--- src/rtl/uvmt_cv32e40s_sl_circ_fifo_pkg.sv ---
// Support-logic package for the cv32e40s circular FIFO.
//
// Contents:
//   obi_inst_req_t - default item type for the FIFO (instruction-side OBI
//                    request fields that the support logic tracks).
//   sl_ptr_width() - width of a read/write pointer for a given depth;
//                    never narrower than one bit so DEPTH=1 still has a
//                    legal pointer vector.
package uvmt_cv32e40s_sl_circ_fifo_pkg;

  typedef struct packed {
    logic [31:0] addr;
    logic [1:0]  memtype;
    logic [2:0]  prot;
    logic        dbg;
  } obi_inst_req_t;

  // max(1, $clog2(depth))
  function automatic int sl_ptr_width(input int depth);
    int w;
    w = $clog2(depth);
    return (w < 1) ? 1 : w;
  endfunction

endpackage

--- src/rtl/uvmt_cv32e40s_sl_wrap_ptr.sv ---
// Wrap-at-DEPTH-1 pointer for the circular FIFO.
//
// Ports:
//   clk_i  - clock
//   rst_ni - synchronous active-low reset, clears the pointer
//   clr    - synchronous clear (flush); wins over inc
//   inc    - advance the pointer by one, wrapping DEPTH-1 -> 0
//   ptr    - current pointer value
//
// The wrap uses an explicit compare so non-power-of-2 depths never index
// past the last storage entry.
module uvmt_cv32e40s_sl_wrap_ptr
  import uvmt_cv32e40s_sl_circ_fifo_pkg::*;
#(
  parameter int DEPTH = 2,
  localparam int PTR_W = sl_ptr_width(DEPTH)
) (
  input  logic             clk_i,
  input  logic             rst_ni,
  input  logic             clr,
  input  logic             inc,
  output logic [PTR_W-1:0] ptr
);

  localparam logic [PTR_W-1:0] LAST = PTR_W'(DEPTH - 1);

  always_ff @(posedge clk_i) begin
    if (!rst_ni || clr) begin
      ptr <= '0;
    end else if (inc) begin
      ptr <= (ptr == LAST) ? '0 : ptr + PTR_W'(1);
    end
  end

endmodule

--- src/rtl/uvmt_cv32e40s_sl_circ_fifo.sv ---
// Parametrised circular-buffer FIFO used by the cv32e40s support logic to
// keep in-flight items (OBI requests, transaction tags) between the address
// and response phases.
//
// Ports:
//   clk_i         - clock
//   rst_ni        - synchronous active-low reset (pointers, count, sticky
//                   flags and storage)
//   flush_i       - discard all entries; sticky flags are kept
//   push_i        - write item_i
//   pop_i         - consume the head entry
//   item_i        - item to write
//   item_o        - head entry; '0 when empty unless falling through
//   valid_o       - item_o is meaningful
//   empty_o       - count == 0
//   full_o        - count == DEPTH
//   almost_full_o - count >= AFULL_THRESH
//   count_o       - current occupancy
//   overflow_o    - sticky: a push was dropped because the FIFO was full
//   underflow_o   - sticky: a pop on an empty FIFO was ignored
//
// Handshake: push_i/pop_i are level requests evaluated every cycle. A push
// is accepted when not full, or when full together with a pop (the freed
// slot is reused in the same edge). A pop is accepted when not empty. With
// FALL_THROUGH=1 a push+pop on an empty FIFO bypasses storage entirely.
module uvmt_cv32e40s_sl_circ_fifo
  import uvmt_cv32e40s_sl_circ_fifo_pkg::*;
#(
  parameter type FIFO_TYPE_T  = obi_inst_req_t,
  parameter int  DEPTH        = 2,
  parameter bit  FALL_THROUGH = 1'b0,
  parameter int  AFULL_THRESH = DEPTH - 1,
  localparam int PTR_W        = sl_ptr_width(DEPTH),
  localparam int CNT_W        = $clog2(DEPTH + 1)
) (
  input  logic             clk_i,
  input  logic             rst_ni,
  input  logic             flush_i,
  input  logic             push_i,
  input  logic             pop_i,
  input  FIFO_TYPE_T       item_i,
  output FIFO_TYPE_T       item_o,
  output logic             valid_o,
  output logic             empty_o,
  output logic             full_o,
  output logic             almost_full_o,
  output logic [CNT_W-1:0] count_o,
  output logic             overflow_o,
  output logic             underflow_o
);

  if (DEPTH < 1) begin : g_bad_depth
    $error("uvmt_cv32e40s_sl_circ_fifo: DEPTH must be >= 1");
  end
  if (AFULL_THRESH < 1 || AFULL_THRESH > DEPTH) begin : g_bad_afull
    $error("uvmt_cv32e40s_sl_circ_fifo: AFULL_THRESH must lie in [1, DEPTH]");
  end

  FIFO_TYPE_T       mem [DEPTH];
  logic [PTR_W-1:0] rptr;
  logic [PTR_W-1:0] wptr;
  logic [CNT_W-1:0] count;
  logic             overflow_q;
  logic             underflow_q;

  logic             empty;
  logic             full;
  logic             bypass;
  logic             acc_push;
  logic             acc_pop;

  assign empty    = (count == '0);
  assign full     = (count == CNT_W'(DEPTH));

  // Fall-through push+pop on an empty FIFO: the item goes straight from
  // item_i to item_o and nothing is stored or counted.
  assign bypass   = FALL_THROUGH && empty && push_i && pop_i;

  assign acc_push = push_i && (!full || pop_i) && !bypass;
  assign acc_pop  = pop_i && !empty;

  uvmt_cv32e40s_sl_wrap_ptr #(.DEPTH(DEPTH)) u_wptr (
    .clk_i  (clk_i),
    .rst_ni (rst_ni),
    .clr    (flush_i),
    .inc    (acc_push),
    .ptr    (wptr)
  );

  uvmt_cv32e40s_sl_wrap_ptr #(.DEPTH(DEPTH)) u_rptr (
    .clk_i  (clk_i),
    .rst_ni (rst_ni),
    .clr    (flush_i),
    .inc    (acc_pop),
    .ptr    (rptr)
  );

  // Storage is only cleared by reset; after a flush stale entries remain
  // but are masked on item_o because count is zero.
  always_ff @(posedge clk_i) begin
    if (!rst_ni) begin
      for (int i = 0; i < DEPTH; i++) begin
        mem[i] <= '0;
      end
    end else if (!flush_i && acc_push) begin
      mem[wptr] <= item_i;
    end
  end

  always_ff @(posedge clk_i) begin
    if (!rst_ni || flush_i) begin
      count <= '0;
    end else begin
      case ({acc_push, acc_pop})
        2'b10:   count <= count + CNT_W'(1);
        2'b01:   count <= count - CNT_W'(1);
        default: count <= count;
      endcase
    end
  end

  // Sticky error flags: only reset clears them, and a flush cycle never
  // raises them (its push/pop requests are simply discarded).
  always_ff @(posedge clk_i) begin
    if (!rst_ni) begin
      overflow_q  <= 1'b0;
      underflow_q <= 1'b0;
    end else if (!flush_i) begin
      if (push_i && full && !pop_i) begin
        overflow_q <= 1'b1;
      end
      if (pop_i && empty && !bypass) begin
        underflow_q <= 1'b1;
      end
    end
  end

  always_comb begin
    item_o = '0;
    if (!empty) begin
      item_o = mem[rptr];
    end else if (FALL_THROUGH && push_i) begin
      item_o = item_i;
    end
  end

  assign valid_o       = !empty || (FALL_THROUGH && push_i);
  assign empty_o       = empty;
  assign full_o        = full;
  assign almost_full_o = (count >= CNT_W'(AFULL_THRESH));
  assign count_o       = count;
  assign overflow_o    = overflow_q;
  assign underflow_o   = underflow_q;

endmodule

--- config.mk ---
export PLATFORM = sky130hd
export DESIGN_NAME = uvmt_cv32e40s_sl_circ_fifo
export DESIGN_NICKNAME = d
export VERILOG_FILES = /design/src/rtl/uvmt_cv32e40s_sl_circ_fifo_pkg.sv /design/src/rtl/uvmt_cv32e40s_sl_wrap_ptr.sv /design/src/rtl/uvmt_cv32e40s_sl_circ_fifo.sv
export SDC_FILE = /design/constraint.sdc
export NUM_CORES = 1
export LEC_CHECK = 0
export CORE_MARGIN = 3
export CORE_UTILIZATION = 45
export DETAILED_ROUTE_END_ITERATION = 7
export GPL_TIMING_DRIVEN = 1
export PLACE_DENSITY = 0.84
export SLEW_MARGIN = 20
export SYNTH_ARGS = -nofsm -noshare
export SYNTH_HDL_FRONTEND = slang
export SYNTH_SLANG_ARGS = --single-unit
--- constraint.sdc ---
create_clock -name clk_i -period 2.4 [get_ports clk_i]
set_input_delay 0.36 -clock clk_i [delete_from_list [all_inputs] [get_ports clk_i]]
set_output_delay 0.36 -clock clk_i [all_outputs]
set_load 0.01 [all_outputs]
==> reports/metrics.csv, run 1 <==
metric,value,unit
cts_max_level,3,
synth_mux_area_share,10.2,%
drtIter0Drc,60,
num_vias,2315,
synthAdderAreaFrac,1.34,%
row_count,32,
crit_arrival,1940,ps
die_area,9460,µm²
crit_end,item_o[7],
seq_area_frac_synth,64.6,%
synthSimpleGateAreaFrac,19.4,%
die_w,97.3,µm
cts_tree,yes,
area_growth,31.7,%
worstSkewPairLatency,340,ps
startpoint,count_o[0]$_SDFFE_PP0P_,
grt_overflow,0,
maxCapViolations,0,
finClkSkew,6.32,ps
fmax,435,MHz
synth_nets,330,
path_clk_slew,70,ps
grt_usage,14.8,%
rsz0062_at_grt,false,
cp-end-kind,output pin,
drt-pass1-iter-count,4,
yosys.area_share.xor_xnor,0.701,%
synth_top_family_by_area,simple AND/OR/NAND/NOR gates,
drc_errors,0,
slew_viol_final,0,
nets,422,
gp_congestion,0.776,
dp_hpwl,4660,µm
initial_core_util,47.5,%
placedCellCount,466,
tightest_slew,342,ps
ys_seq_elements,83,
postSynthCellCount,283,
finalCritPeriodShare,95.7,%
grt_pass1_vias,2415,
hp-class,reg -> reg,
cts.sink_count,83,
cts_root_buffer,clkbuf_8,
ctsHoldBuffers,0,
r2r_slack,580,ps
die_h,97.3,µm
postSynthAreaPerCell,13.2,µm²
cts_buffers,9,
wirelength,6930,µm
final.setup.tns,0,ps
yosys_warnings,0,
syn_area,3750,µm²
grt_pass1_wl,11100,µm
grt_max_degree,40,
diodes,0,
io_pins,89,
cp_max_fo,29,
cp_data_required_time,2040,ps
wl_per_cell,14.4,µm
p_leak,0.00178,µW
clockBufferDepth,2,
power_density,586,nW/µm²
n_fill_cell,615,
core-area,7890,µm²
r2r-start,count_o[0]$_SDFFE_PP0P_,
synth_compound_area_share,0.801,%
hold_viol,0,
final_antenna_net_count,0,
viasPerCell,4.81,
r2r.worst_path.cells,8,
final_cells,481,
drive_gt1_share,7.92,%
numPortBuffers,88,
post-route-min-period,2300,ps
holdWs,477,ps
reg2reg_to,count_o[1]$_SDFFE_PP0P_,
maxSlewHeadroom,77.2,%
startpoint_type,register,
synth_cell_type_count,25,
crit_type,reg -> out,
max-vdd-ir-drop,0.000255,V
status,"finished, final reports clean",
antenna_found_initial,0,
setup_viol_count_final,0,
## cell usage after synthesis
library cell | n | area (µm²)
and2_1 | 76 | 475
edfxtp_1 | 76 | 2280
nor2_1 | 43 | 161
mux2i_1 | 38 | 380
dfxtp_1 | 7 | 140
clkbuf_2 | 6 | 30.0
inv_1 | 5 | 18.8
clkbuf_1 | 4 | 15.0
ha_1 | 4 | 50.1
nand2b_1 | 3 | 18.8
buf_2 | 2 | 10.0
buf_4 | 2 | 15.0
buf_6 | 2 | 22.5
nand2_1 | 2 | 7.51
o21a_1 | 2 | 15.0
xor2_1 | 2 | 17.5
a211oi_1 | 1 | 7.51
a21o_1 | 1 | 7.51
and3_4 | 1 | 11.3
and3b_1 | 1 | 8.76
nand2b_2 | 1 | 8.76
nor2b_1 | 1 | 6.26
nor3_1 | 1 | 5.00
nor4b_4 | 1 | 23.8
xnor2_1 | 1 | 8.76
## how the worst min path moves through the flow
stage                                   from                        to  slack, ps  cells past startpoint
CTS                 underflow_o$_SDFFE_PN0P_  underflow_o$_SDFFE_PN0P_        480                      1
floorplan                             rst_ni  underflow_o$_SDFFE_PN0P_        480                      1
finish              underflow_o$_SDFFE_PN0P_  underflow_o$_SDFFE_PN0P_        480                      1
detailed placement  underflow_o$_SDFFE_PN0P_  underflow_o$_SDFFE_PN0P_        460                      1
global route         overflow_o$_SDFFE_PN0P_   overflow_o$_SDFFE_PN0P_        520                      1
global placement    underflow_o$_SDFFE_PN0P_  underflow_o$_SDFFE_PN0P_        460                      1
## report_power, final
group          internal (µW)  switching, µW
registers               1650           21.1
clock network            362            443
logic                    223            193
total                   2240            657
## worst max-delay path, cell delays in order, from the launching register on
cell,delay (ps)
dfxtp_2,370
inv_1,80
ha_2,190
buf_4,230
nor2_1,160
clkdlybuf4s50_1,560
## cells by family after synthesis
| family | Yosys count |
|---|---|
| AOI/OAI and AO/OA | 4 |
| xor gates and xnor gates | 3 |
| adders and majority gates | 4 |
| buffers and inverters | 21 |
| DFF | 83 |
| muxes | 38 |
| and+or+nand+nor | 130 |
## sequential cells by signal, summed over array words and instances (netlist names), named ones only
| name | count |
|---|---|
| count_o | 2 |
| overflow_o | 1 |
| u_rptr.ptr | 1 |
| mem | 76 |
| underflow_o | 1 |
| u_wptr.ptr | 1 |
## stage by stage
step | setup WS, ps | cell area [µm²] | total power, µW | utilization [%]
2_1_floorplan | 143 | 3750 | 1890 | -
3_3_place_gp | 324 | 4780 | 2110 | 60.6
3_5_place_dp | 279 | 4780 | 2120 | 60.6
4_1_cts | 30.1 | 4930 | 2920 | 62.5
5_1_grt | 8.01 | 4940 | 3000 | 62.6
6_report | 102 | 4940 | 2890 | 62.6
## cell type report
cell class,instances,area (µm²),area share (%)
multi-input cells,179,1230,24.9
repair buffers,97,986,20.0
well taps,102,128,2.59
flip-flops and latches,83,2420,49.1
inverters,5,18.8,0.380
clock inverters,4,18.8,0.380
clock buffers,11,131,2.66
## cells in the final DEF (no fill, tap or decap), types with 3 or more instances in the layout
| cell | instances |
|---|---|
| and2_1 | 76 |
| buf_4 | 6 |
| clkinv_2 | 3 |
| ha_1 | 3 |
| nor2_1 | 42 |
| buf_12 | 3 |
| inv_1 | 5 |
| clkdlybuf4s50_1 | 88 |
| clkbuf_8 | 9 |
| edfxtp_1 | 76 |
| mux2i_1 | 38 |
| dfxtp_1 | 5 |
| nand2b_2 | 3 |
## layer usage
metal	vias up	part of all wire, %	GRT usage (%)
li1	1144	-	-
met1	1079	41	17.1
met2	82	50	26.2
met3	10	7.2	4.59
met4	0	1.3	4.90
met5	-	0	0
## repair_timing
action,4_1_cts,5_1_grt
endpoints found under the setup margin,1,12
setup buffers,0,0
gates resized for setup,1,2
Power figures use the tool's default switching activity.
==> inputs of run 2 (changes only) <==
--- a/config.mk
+++ b/config.mk
@@ -5,8 +5,10 @@
 export SDC_FILE = /design/constraint.sdc
 export NUM_CORES = 1
 export LEC_CHECK = 0
+export CELL_PAD_IN_SITES_DETAIL_PLACEMENT = 0
+export CELL_PAD_IN_SITES_GLOBAL_PLACEMENT = 1
 export CORE_MARGIN = 3
-export CORE_UTILIZATION = 45
+export CORE_UTILIZATION = 36
 export DETAILED_ROUTE_END_ITERATION = 7
 export GPL_TIMING_DRIVEN = 1
 export PLACE_DENSITY = 0.84
==> constraint.sdc (replaced) <==
create_clock -name clk_i -period 1.93 [get_ports clk_i]
set_input_delay 0.2895 -clock clk_i [delete_from_list [all_inputs] [get_ports clk_i]]
set_output_delay 0.2895 -clock clk_i [all_outputs]
set_load 0.01 [all_outputs]
==> run 2 against run 1 <==
Effect of this change: worst setup slack improved by 12 ps; highest routed layer unchanged; worst hold slack worse by 1.9 ps; largest cell class unchanged; first-iteration DRC count rose by 63%; critical path depth decreased by 1; clock skew down 2.2 ps; die area is 23% higher; register-to-register slack worse by 310 ps; sequential power grew 25%; total power up 29%.
==> reports/metrics.csv, run 2 (synthesized netlist as in run 1, its figures left out) <==
metric,value,unit,change
rsz0062_at_grt,false,,
tightest_slew,331,ps,-11.0 ps
power_density,733,nW/µm²,+25%
crit_family,buffers and inverters,,
holdWs,475,ps,-1.88 ps
initial_core_util,37.6,%,-9.9 points
pwr-share-seq,55.6,%,-2.2 points
path_clk_slew,70,ps,about the same
cp_max_fo,10,,-66%
final_cells,518,,+7.7%
fmax,551,MHz,
grt_pass1_wl,12000,µm,+7.5%
worstHoldPathCells,1,,unchanged
r2r-start,count_o[0]$_SDFFE_PP0P_,,
drc_errors,0,,unchanged
num_vias,2324,,+0.39%
holdPathEnd,underflow_o$_SDFFE_PN0P_,,
setup_slack,114,ps,+11.9 ps
max-vdd-ir-drop,0.000315,V,+24%
final.setup.tns,0,ps,unchanged
power_switching,832,µW,+27%
grt_max_degree,40,,unchanged
crit_chain,bufbuf_16 > mux2i_1 > nor2_1 > dlygate4sd2_1,,
numPortBuffers,88,,unchanged
core-area,9950,µm²,+26%
cp.depth,4,,-1
cp_data_required_time,1640,ps,-400 ps
final_antenna_net_count,0,,unchanged
grt_busiest_layer,met2,,
nets,429,,+1.7%
cp-end-kind,output pin,,
grt_overflow,0,,unchanged
slew_viol_final,0,,unchanged
crit_arrival,1530,ps,-410 ps
post-route-min-period,1820,ps,
r2r.worst_path.cells,6,,-2
path_buf_inv,2,,-1
place_ws,10.2,ps,-269 ps
combPwrFrac,14.0,%,-0.4 points
hold_viol,0,,unchanged
cts_tree,yes,,
antenna_found_initial,0,,unchanged
hp-class,reg -> reg,,
slowest_stage,dfxtp_4,,
drt-pass1-iter-count,4,,unchanged
final_cell_mix,"and2_1 (76), edfxtp_1 (76), clkdlybuf4s50_1 (48)",,
setup_viol_count_final,0,,unchanged
power_frac_clock,30.4,%,+2.6 points
top_register,mem,,
crit_type,reg -> out,,
viasPerCell,4.49,,-6.8%
drive_gt1_share,10.4,%,+2.5 points
gp_congestion,0.795,,+2.4%
row_count,36,,+13%
grt_pass1_vias,2469,,+2.2%
clockBufferDepth,2,,unchanged
globalRouteMet3Util,3.34,%,-1.3 points
wirelength,7420,µm,+7.1%
ctsHoldBuffers,0,,unchanged
worstSkewPairLatency,330,ps,about the same
finalCritPeriodShare,94.1,%,
cts_max_level,3,,unchanged
placedCellCount,503,,+7.9%
die_w,108,µm,+11%
wl_per_cell,14.3,µm,-0.55%
n_fill_cell,899,,+46%
grt_use_met1,15.8,%,-1.2 points
area_growth,36.1,%,
maxSlewHeadroom,78.0,%,+0.73 points
die_h,108,µm,+11%
largest_reg_flops,76,,unchanged
cts_buffers,9,,unchanged
slowest_delay,390,ps,-170 ps
r2r_slack,270,ps,-310 ps
startpoint_type,register,,
drtIter0Drc,98,,+63%
met2_usage,23.6,%,-2.5 points
status,"finished, final reports clean",,
cts.sink_count,83,,unchanged
die_area,11700,µm²,+23%
min_from,underflow_o$_SDFFE_PN0P_,,
reg2reg_to,mem[0][26]$_SDFFCE_PN0P_,,
grt_usage,13.4,%,-1.4 points
maxCapViolations,0,,unchanged
finClkSkew,4.08,ps,-2.25 ps
p_leak,0.00202,µW,+13%
io_pins,89,,unchanged
diodes,0,,unchanged
swShare,22.3,%,-0.46 points
cts_root_buffer,clkbuf_8,,
dp_hpwl,5090,µm,+9.0%
p_int,2910,µW,+30%
[run 2: metal layers]
| metal | part of all wire, % | wire length (µm) | vias up |
|---|---|---|---|
| li1 | - | - | 1164 |
| met1 | 42 | 3150 | 1091 |
| met2 | 51 | 3790 | 61 |
| met3 | 5.4 | 403 | 8 |
| met4 | 1.1 | 78 | 0 |
| met5 | 0 | 0 | - |
[run 2: layout make-up]
class                           count  area [µm²]  share of cell area, %
Clock buffer                       10         128                   2.50
Multi-Input combinational cell    179        1240                   24.4
Timing Repair Buffer              104        1070                   21.0
Sequential cell                    83        2430                   47.6
Tap cell                          133         166                   3.26
Inverter                            5        18.8                  0.368
Clock inverter                      4        43.8                  0.859
[run 2: worst reg2reg max path, cell delays in order, from the launching register on]
cell and delay, ps:
dfxtp_2 350, inv_2 60, ha_2 180, nand2b_1 120, nor4b_4 240, nand2b_4 220, buf_12 180
[run 2: stage by stage]
| stage | cell area, µm² | total power [µW] | utilization [%] |
|---|---|---|---|
| after detailed placement | 4920 | 2680 | 49.5 |
| final | 5100 | 3740 | 51.2 |
| after floorplan | 3770 | 2350 | - |
| after global placement | 4920 | 2670 | 49.5 |
| after global routing | 5100 | 3900 | 51.2 |
| after CTS | 5100 | 3780 | 51.2 |
[run 2: power by group through the flow]
stage                     Sequential (µW)  Clock, µW  Combinational [µW]
after global routing                 2090       1240                 575
final                                2080       1130                 524
after floorplan                      2120          0                 234
after detailed placement             2120          0                 559
after CTS                            2080       1170                 537
after global placement               2120          0                 548
[run 2: repair_timing]
item / CTS / global route
setup endpoints to repair: 40 / 3
gates resized for setup: 46 / 3
pin swaps: 1 / 0
buffers inserted: 0 / 0
gates cloned: 1 / 0
[run 2: how the worst max path moves through the flow]
stage	from	end
5_1_grt	count_o[0]$_SDFFE_PP0P_	item_o[3]
2_1_floorplan	count_o[0]$_SDFFE_PP0P_	mem[0][0]$_SDFFCE_PN0P_
4_1_cts	register	item_o[33]
6_report	register	item_o[28]
3_3_place_gp	flush_i	mem[0][17]$_SDFFCE_PN0P_
3_5_place_dp	flush_i	mem[0][0]$_SDFFCE_PN0P_
